<file path="src/rtl/sram_axi_bridge_if.sv">
// Single-beat AXI read/write channel bundle between the SRAM bridge and the bus.
// len/size/burst/last are tied off outside the block, so they are not carried here.
interface sram_axi_bridge_if;
  logic [3:0]  arid;
  logic [31:0] araddr;
  logic        arvalid;
  logic        arready;
  logic [31:0] rdata;
  logic        rvalid;
  logic        rready;
  logic [3:0]  awid;
  logic [31:0] awaddr;
  logic        awvalid;
  logic        awready;
  logic [31:0] wdata;
  logic [3:0]  wstrb;
  logic        wvalid;
  logic        wready;
  logic        bvalid;
  logic        bready;

  modport master (
    output arid, araddr, arvalid, rready, awid, awaddr, awvalid, wdata, wstrb, wvalid, bready,
    input  arready, rdata, rvalid, awready, wready, bvalid
  );

  modport slave (
    input  arid, araddr, arvalid, rready, awid, awaddr, awvalid, wdata, wstrb, wvalid, bready,
    output arready, rdata, rvalid, awready, wready, bvalid
  );
endinterface

</file>
<file path="src/rtl/sram_axi_bridge.sv">
// Turns the core's single-cycle inst/data SRAM ports into serialised single-beat AXI
// transactions, freezing the pipeline via stallreq until both accesses are done.
module sram_axi_bridge #(
  parameter logic [3:0] INST_ID  = 4'd0,
  parameter logic [3:0] DATA_ID  = 4'd1,
  parameter int         MAP_KSEG = 1
) (
  input  logic                     clk,
  input  logic                     rst,
  input  logic                     inst_sram_en,
  input  logic [31:0]              inst_sram_addr,
  output logic [31:0]              inst_sram_rdata,
  input  logic                     data_sram_en,
  input  logic [3:0]               data_sram_wen,
  input  logic [31:0]              data_sram_addr,
  input  logic [31:0]              data_sram_wdata,
  output logic [31:0]              data_sram_rdata,
  output logic                     stallreq,
  sram_axi_bridge_if.master        axi
);

  typedef enum logic [2:0] {IDLE, D_AR, D_R, D_AW, D_B, I_AR, I_R, DONE} state_t;

  state_t      state, state_nxt;
  logic [31:0] inst_addr_q, data_addr_q, wdata_q;
  logic [3:0]  wen_q;
  logic        pend_inst_q, aw_done_q, w_done_q;
  logic        req;

  assign req = inst_sram_en | data_sram_en;

  // kseg0/kseg1 (0x8000_0000-0xBFFF_FFFF) fold onto the low 512 MB
  function automatic logic [31:0] map_addr(input logic [31:0] va);
    if (MAP_KSEG != 0 && va[31:30] == 2'b10) return {3'b000, va[28:0]};
    return va;
  endfunction

  always_ff @(posedge clk or posedge rst) begin
    if (rst) state <= IDLE;
    else     state <= state_nxt;
  end

  always_ff @(posedge clk or posedge rst) begin
    if (rst) begin
      inst_addr_q     <= '0;
      data_addr_q     <= '0;
      wdata_q         <= '0;
      wen_q           <= '0;
      pend_inst_q     <= 1'b0;
      aw_done_q       <= 1'b0;
      w_done_q        <= 1'b0;
      inst_sram_rdata <= '0;
      data_sram_rdata <= '0;
    end else begin
      if (state == IDLE && req) begin
        inst_addr_q <= map_addr(inst_sram_addr);
        data_addr_q <= map_addr(data_sram_addr);
        wdata_q     <= data_sram_wdata;
        wen_q       <= data_sram_wen;
        pend_inst_q <= inst_sram_en;
        aw_done_q   <= 1'b0;
        w_done_q    <= 1'b0;
      end
      // AW and W complete independently; remember which one is already through
      if (state == D_AW) begin
        if (axi.awvalid && axi.awready) aw_done_q <= 1'b1;
        if (axi.wvalid  && axi.wready)  w_done_q  <= 1'b1;
      end
      if (state == D_R && axi.rvalid) data_sram_rdata <= axi.rdata;
      if (state == I_R && axi.rvalid) inst_sram_rdata <= axi.rdata;
    end
  end

  assign axi.awid   = DATA_ID;
  assign axi.awaddr = data_addr_q;
  assign axi.wdata  = wdata_q;
  assign axi.wstrb  = wen_q;

  always_comb begin
    state_nxt   = state;
    stallreq    = 1'b1;
    axi.arvalid = 1'b0;
    axi.arid    = DATA_ID;
    axi.araddr  = data_addr_q;
    axi.rready  = 1'b0;
    axi.awvalid = 1'b0;
    axi.wvalid  = 1'b0;
    axi.bready  = 1'b0;
    case (state)
      IDLE: begin
        stallreq = req;
        if (data_sram_en && data_sram_wen != 4'd0) state_nxt = D_AW;
        else if (data_sram_en)                     state_nxt = D_AR;
        else if (inst_sram_en)                     state_nxt = I_AR;
      end
      D_AR: begin
        axi.arvalid = 1'b1;
        if (axi.arready) state_nxt = D_R;
      end
      D_R: begin
        axi.rready = 1'b1;
        if (axi.rvalid) state_nxt = pend_inst_q ? I_AR : DONE;
      end
      D_AW: begin
        axi.awvalid = ~aw_done_q;
        axi.wvalid  = ~w_done_q;
        if ((aw_done_q || axi.awready) && (w_done_q || axi.wready)) state_nxt = D_B;
      end
      D_B: begin
        axi.bready = 1'b1;
        if (axi.bvalid) state_nxt = pend_inst_q ? I_AR : DONE;
      end
      I_AR: begin
        axi.arvalid = 1'b1;
        axi.arid    = INST_ID;
        axi.araddr  = inst_addr_q;
        if (axi.arready) state_nxt = I_R;
      end
      I_R: begin
        axi.rready = 1'b1;
        axi.arid   = INST_ID;
        axi.araddr = inst_addr_q;
        if (axi.rvalid) state_nxt = DONE;
      end
      DONE: begin
        // one unstalled cycle lets the core advance; requests here are re-presented in IDLE
        stallreq  = 1'b0;
        state_nxt = IDLE;
      end
      default: state_nxt = IDLE;
    endcase
  end

endmodule

</file>
<file path="src/flat_wrapper.sv">
// flat-port wrapper written by rule: the top's interface ports become plain ports
module sram_axi_bridge_flat 
#(
  parameter logic [3:0] INST_ID  = 4'd0,
  parameter logic [3:0] DATA_ID  = 4'd1,
  parameter int         MAP_KSEG = 1
)
  (clk, rst, inst_sram_en, inst_sram_addr, inst_sram_rdata, data_sram_en, data_sram_wen, data_sram_addr, data_sram_wdata, data_sram_rdata, stallreq, axi_arid, axi_araddr, axi_arvalid, axi_rready, axi_awid, axi_awaddr, axi_awvalid, axi_wdata, axi_wstrb, axi_wvalid, axi_bready, axi_arready, axi_rdata, axi_rvalid, axi_awready, axi_wready, axi_bvalid);
  sram_axi_bridge_if axi_i ();
  input  logic clk;
  input  logic rst;
  input  logic inst_sram_en;
  input  logic [31:0] inst_sram_addr;
  output logic [31:0] inst_sram_rdata;
  input  logic data_sram_en;
  input  logic [3:0] data_sram_wen;
  input  logic [31:0] data_sram_addr;
  input  logic [31:0] data_sram_wdata;
  output logic [31:0] data_sram_rdata;
  output logic stallreq;
  output wire logic [$bits(axi_i.arid)-1:0] axi_arid;
  output wire logic [$bits(axi_i.araddr)-1:0] axi_araddr;
  output wire logic [$bits(axi_i.arvalid)-1:0] axi_arvalid;
  output wire logic [$bits(axi_i.rready)-1:0] axi_rready;
  output wire logic [$bits(axi_i.awid)-1:0] axi_awid;
  output wire logic [$bits(axi_i.awaddr)-1:0] axi_awaddr;
  output wire logic [$bits(axi_i.awvalid)-1:0] axi_awvalid;
  output wire logic [$bits(axi_i.wdata)-1:0] axi_wdata;
  output wire logic [$bits(axi_i.wstrb)-1:0] axi_wstrb;
  output wire logic [$bits(axi_i.wvalid)-1:0] axi_wvalid;
  output wire logic [$bits(axi_i.bready)-1:0] axi_bready;
  input wire logic [$bits(axi_i.arready)-1:0] axi_arready;
  input wire logic [$bits(axi_i.rdata)-1:0] axi_rdata;
  input wire logic [$bits(axi_i.rvalid)-1:0] axi_rvalid;
  input wire logic [$bits(axi_i.awready)-1:0] axi_awready;
  input wire logic [$bits(axi_i.wready)-1:0] axi_wready;
  input wire logic [$bits(axi_i.bvalid)-1:0] axi_bvalid;
  assign axi_arid = axi_i.arid;
  assign axi_araddr = axi_i.araddr;
  assign axi_arvalid = axi_i.arvalid;
  assign axi_rready = axi_i.rready;
  assign axi_awid = axi_i.awid;
  assign axi_awaddr = axi_i.awaddr;
  assign axi_awvalid = axi_i.awvalid;
  assign axi_wdata = axi_i.wdata;
  assign axi_wstrb = axi_i.wstrb;
  assign axi_wvalid = axi_i.wvalid;
  assign axi_bready = axi_i.bready;
  assign axi_i.arready = axi_arready;
  assign axi_i.rdata = axi_rdata;
  assign axi_i.rvalid = axi_rvalid;
  assign axi_i.awready = axi_awready;
  assign axi_i.wready = axi_wready;
  assign axi_i.bvalid = axi_bvalid;
  sram_axi_bridge #(.INST_ID(INST_ID), .DATA_ID(DATA_ID), .MAP_KSEG(MAP_KSEG)) u_core (.clk(clk), .rst(rst), .inst_sram_en(inst_sram_en), .inst_sram_addr(inst_sram_addr), .inst_sram_rdata(inst_sram_rdata), .data_sram_en(data_sram_en), .data_sram_wen(data_sram_wen), .data_sram_addr(data_sram_addr), .data_sram_wdata(data_sram_wdata), .data_sram_rdata(data_sram_rdata), .stallreq(stallreq), .axi(axi_i));
endmodule
</file>
<file path="config.mk">
export PLATFORM = sky130hd
export DESIGN_NAME = sram_axi_bridge_flat
export DESIGN_NICKNAME = d
export VERILOG_FILES = /design/src/rtl/sram_axi_bridge_if.sv /design/src/rtl/sram_axi_bridge.sv /design/src/flat_wrapper.sv
export SDC_FILE = /design/constraint.sdc
export NUM_CORES = 1
export LEC_CHECK = 0
export ABC_AREA = 1
export BUFFER_PORTS_ARGS = -buffer_cell sky130_fd_sc_hd__buf_4
export CAP_MARGIN = 5
export CORE_MARGIN = 8
export CORE_UTILIZATION = 40
export DETAILED_ROUTE_END_ITERATION = 10
export PLACE_DENSITY = 0.78
export SLEW_MARGIN = 20
export SYNTH_ARGS = -nofsm -noshare
export SYNTH_HDL_FRONTEND = slang
export SYNTH_SLANG_ARGS = --single-unit
export TNS_END_PERCENT = 20
</file>
<file path="constraint.sdc">
create_clock -name clk -period 10.19 [get_ports clk]
set_input_delay 0.5095 -clock clk [delete_from_list [all_inputs] [get_ports clk]]
set_output_delay 0.5095 -clock clk [all_outputs]
set_load 0.01 [all_outputs]
</file>
==> results.tsv <==
metric	value	unit
area_growth	41.6	%
cts_buffer_depth	2	
tns	0	ns
synth_commonest_cells	nand2_1 (460), dfrtp_1 (170), o21ai_0 (72)	
ant_nets	0	
ir_drop	0.000192	V
slew_headroom	29.7	%
intPower	2.02	mW
slowest_delay	0.65	ns
power_density	331	nW/um^2
place_area	9470	um^2
combPwrFrac	45.2	%
avgSynthCellArea	8.37	um^2
required	9.68	ns
start_util	41.0	%
fin_util	58.1	%
p_sw_share	39.2	%
yosys_warnings	0	
grt_pass1_wl	33800	um
synth_edf_count	0	
crit_family	simple AND/OR/NAND/NOR gates	
syn_inst	847	
fin_area	10000	um^2
ios	319	
clkPwrFrac	18.7	%
skew	0.00792	ns
fp-row-count	48	
hold_buffers	0	
ys_seq_area_share	60.0	%
min_path_type	in -> async	
yosysTopAreaCellShare	60.0	%
overflow	0	
cts_setup_buffers	0	
worst_pin_slew	1.05	ns
drt-total-wl	22200	um
ys_ff_latch	170	
cts_tree	done	
cts.repair.resized	0	
synthTopCellsByArea	dfrtp_1 (60%), nand2_1 (24%), o21ai_0 (5.1%)	
grt_max_degree	101	
place_congestion	0.906	
gr-usage-all-layers	19.3	%
rsz0062_at_grt	false	
antenna_found_initial	0	
drc	0	
synth_top_area_cell	dfrtp_1	
h-tree-depth	4	
viasPerCell	4.69	
seq_power_share	36.2	%
setup.worst_path.start_class	flop	
clock_latency	0.42	ns
drt_pre_antenna_iters	5	
die_area	22200	um^2
drive_above_1_share	31.0	%
clk_pin_slew	0.07	ns
yosysMostFrequentCell	nand2_1	
crit_buf_inv	3	
critical_path.startpoint	u_core.state[1]$_DFFE_PP0P_	
die_x	149	um
finalPower	3.32	mW
p_sw	1.30	mW
clkSinkCount	170	
nNetsFinal	1279	
ys.flop_type	dfrtp_1	
antennaDiodeCount	0	
setup_viol	0	
crit_fanout	36	
crit_arrival	2.84	ns
synthArstFlopShare	100	%
vias	6448	
dp_hpwl	16400	um
drt_first_iter_violations	315	
ctsRootBufferMaster	clkbuf_16	
wire_per_inst	16.2	um
holdWs	0.259	ns
port-buffer-count	311	
maxSlewViolCount	0	
status	complete, no violations	
p_leak	5.71	nW
critPathCaptureType	output pin	
core_area	17300	um^2
numCtsBuffers	17	
path_cells	inv_2, nor2_4, nor2_1, nor2_4, inv_2, nand2_1, nand2_1, buf_4	
syn_area	7090	um^2
reg2reg_from	u_core.state[1]$_DFFE_PP0P_	
min_period	3.35	ns
cp_slowest_cell	nor2_4	
hold_viol_final	0	
first_global_vias	6387	
worstSetupPathType	reg -> out	
die_h	149	um
finalCritPeriodShare	32.8	%
max_cap_violations	0	
yosys.cell_types.count	24	
fmax	299	MHz
[placed cells by master, fill, tap and decap left out, types with 5 or more instances in the layout]
cell type and instances:
buf_4 315, clkbuf_16 17, conb_1 7, dfrtp_1 170, inv_1 52, nand2_1 460
nand3_1 8, nor2_1 8, o21ai_0 72, o22ai_1 5
[layout make-up]
| cell class | count | area [um^2] |
|---|---|---|
| clock buffers | 22 | 464 |
| clock inverters | 9 | 90.1 |
| fillers | 1575 | 7250 |
| inverters | 57 | 220 |
| multi-input cells | 577 | 2370 |
| flip-flops and latches | 170 | 4250 |
| well taps | 225 | 282 |
| repair buffers | 315 | 2360 |
[cell families (layout without fill, tap and decap cells)]
group                  count (synthesis)  after routing  synth area share, %
buffers and inverters                105            403                 7.18
and+or+nand+nor                      485            485                 26.4
AOI/OAI and AO/OA                     85             85                 6.28
other                                  2              7                0.106
DFF                                  170            170                 60.0
[worst reg2reg max path, cell delays in order (launching register included)]
cell and delay (ns):
dfrtp_1 0.48, nor2_4 0.18, nand2_2 0.10, a21oi_4 0.11
buf_4 0.42, clkinv_2 0.11, buf_4 0.43, nand2_1 0.24
o21ai_0 0.09
[through the flow]
stage | setup slack (ns) | cells
detailed placement | 7.32 | 1344
global placement | 7.43 | 1344
CTS | 6.85 | 1375
finish | 6.84 | 1375
floorplan | 5.08 | 852
global route | 6.59 | 1375
[path summary, 6_finish.rpt]
check / slack [ns] / depth (start not counted) / end
worst min-delay path: 0.26 / 2 / u_core.axi.wdata[23]$_DFFE_PP0P_
min in group clk: 0.29 / 3 / u_core.axi.wdata[24]$_DFFE_PP0P_
worst min register to register: 0.47 / 2 / u_core.axi.wdata[17]$_DFFE_PP0P_
worst max register to register: 7.87 / 8 / u_core.inst_addr_q[29]$_DFFE_PP0P_
worst max-delay path: 6.84 / 8 / axi_araddr[0]
max in group asynchronous: 8.41 / 3 / u_core.axi.awaddr[30]$_DFFE_PP0P_
[state kept, by name (all words and copies together) (netlist names)]
signal and count:
u_core.inst_addr_q 32, u_core.state 3, u_core.aw_done_q 1, u_core.axi.wstrb 4
u_core.axi.wdata 32, u_core.w_done_q 1, u_core.inst_sram_rdata 32, u_core.axi.awaddr 32
u_core.pend_inst_q 1, u_core.data_sram_rdata 32
[power by group through the flow]
| stage | registers (mW) | logic [mW] | clock network (mW) |
|---|---|---|---|
| 3_5_place_dp | 1.21 | 1.53 | 0 |
| 3_3_place_gp | 1.20 | 1.50 | 0 |
| 5_1_grt | 1.24 | 1.67 | 0.661 |
| 4_1_cts | 1.20 | 1.53 | 0.632 |
| 6_report | 1.20 | 1.50 | 0.620 |
| 2_1_floorplan | 1.28 | 0.674 | 0 |
[metal layers]
| layer | track usage (%) | part of all wire, % | wire (um) |
|---|---|---|---|
| met5 | 0 | 0 | 0 |
| met4 | 7.17 | 2.2 | 484 |
| met3 | 10.3 | 14 | 3070 |
| met2 | 30.2 | 46 | 10100 |
| met1 | 21.9 | 38 | 8560 |
(Power assumes the default switching activity.)
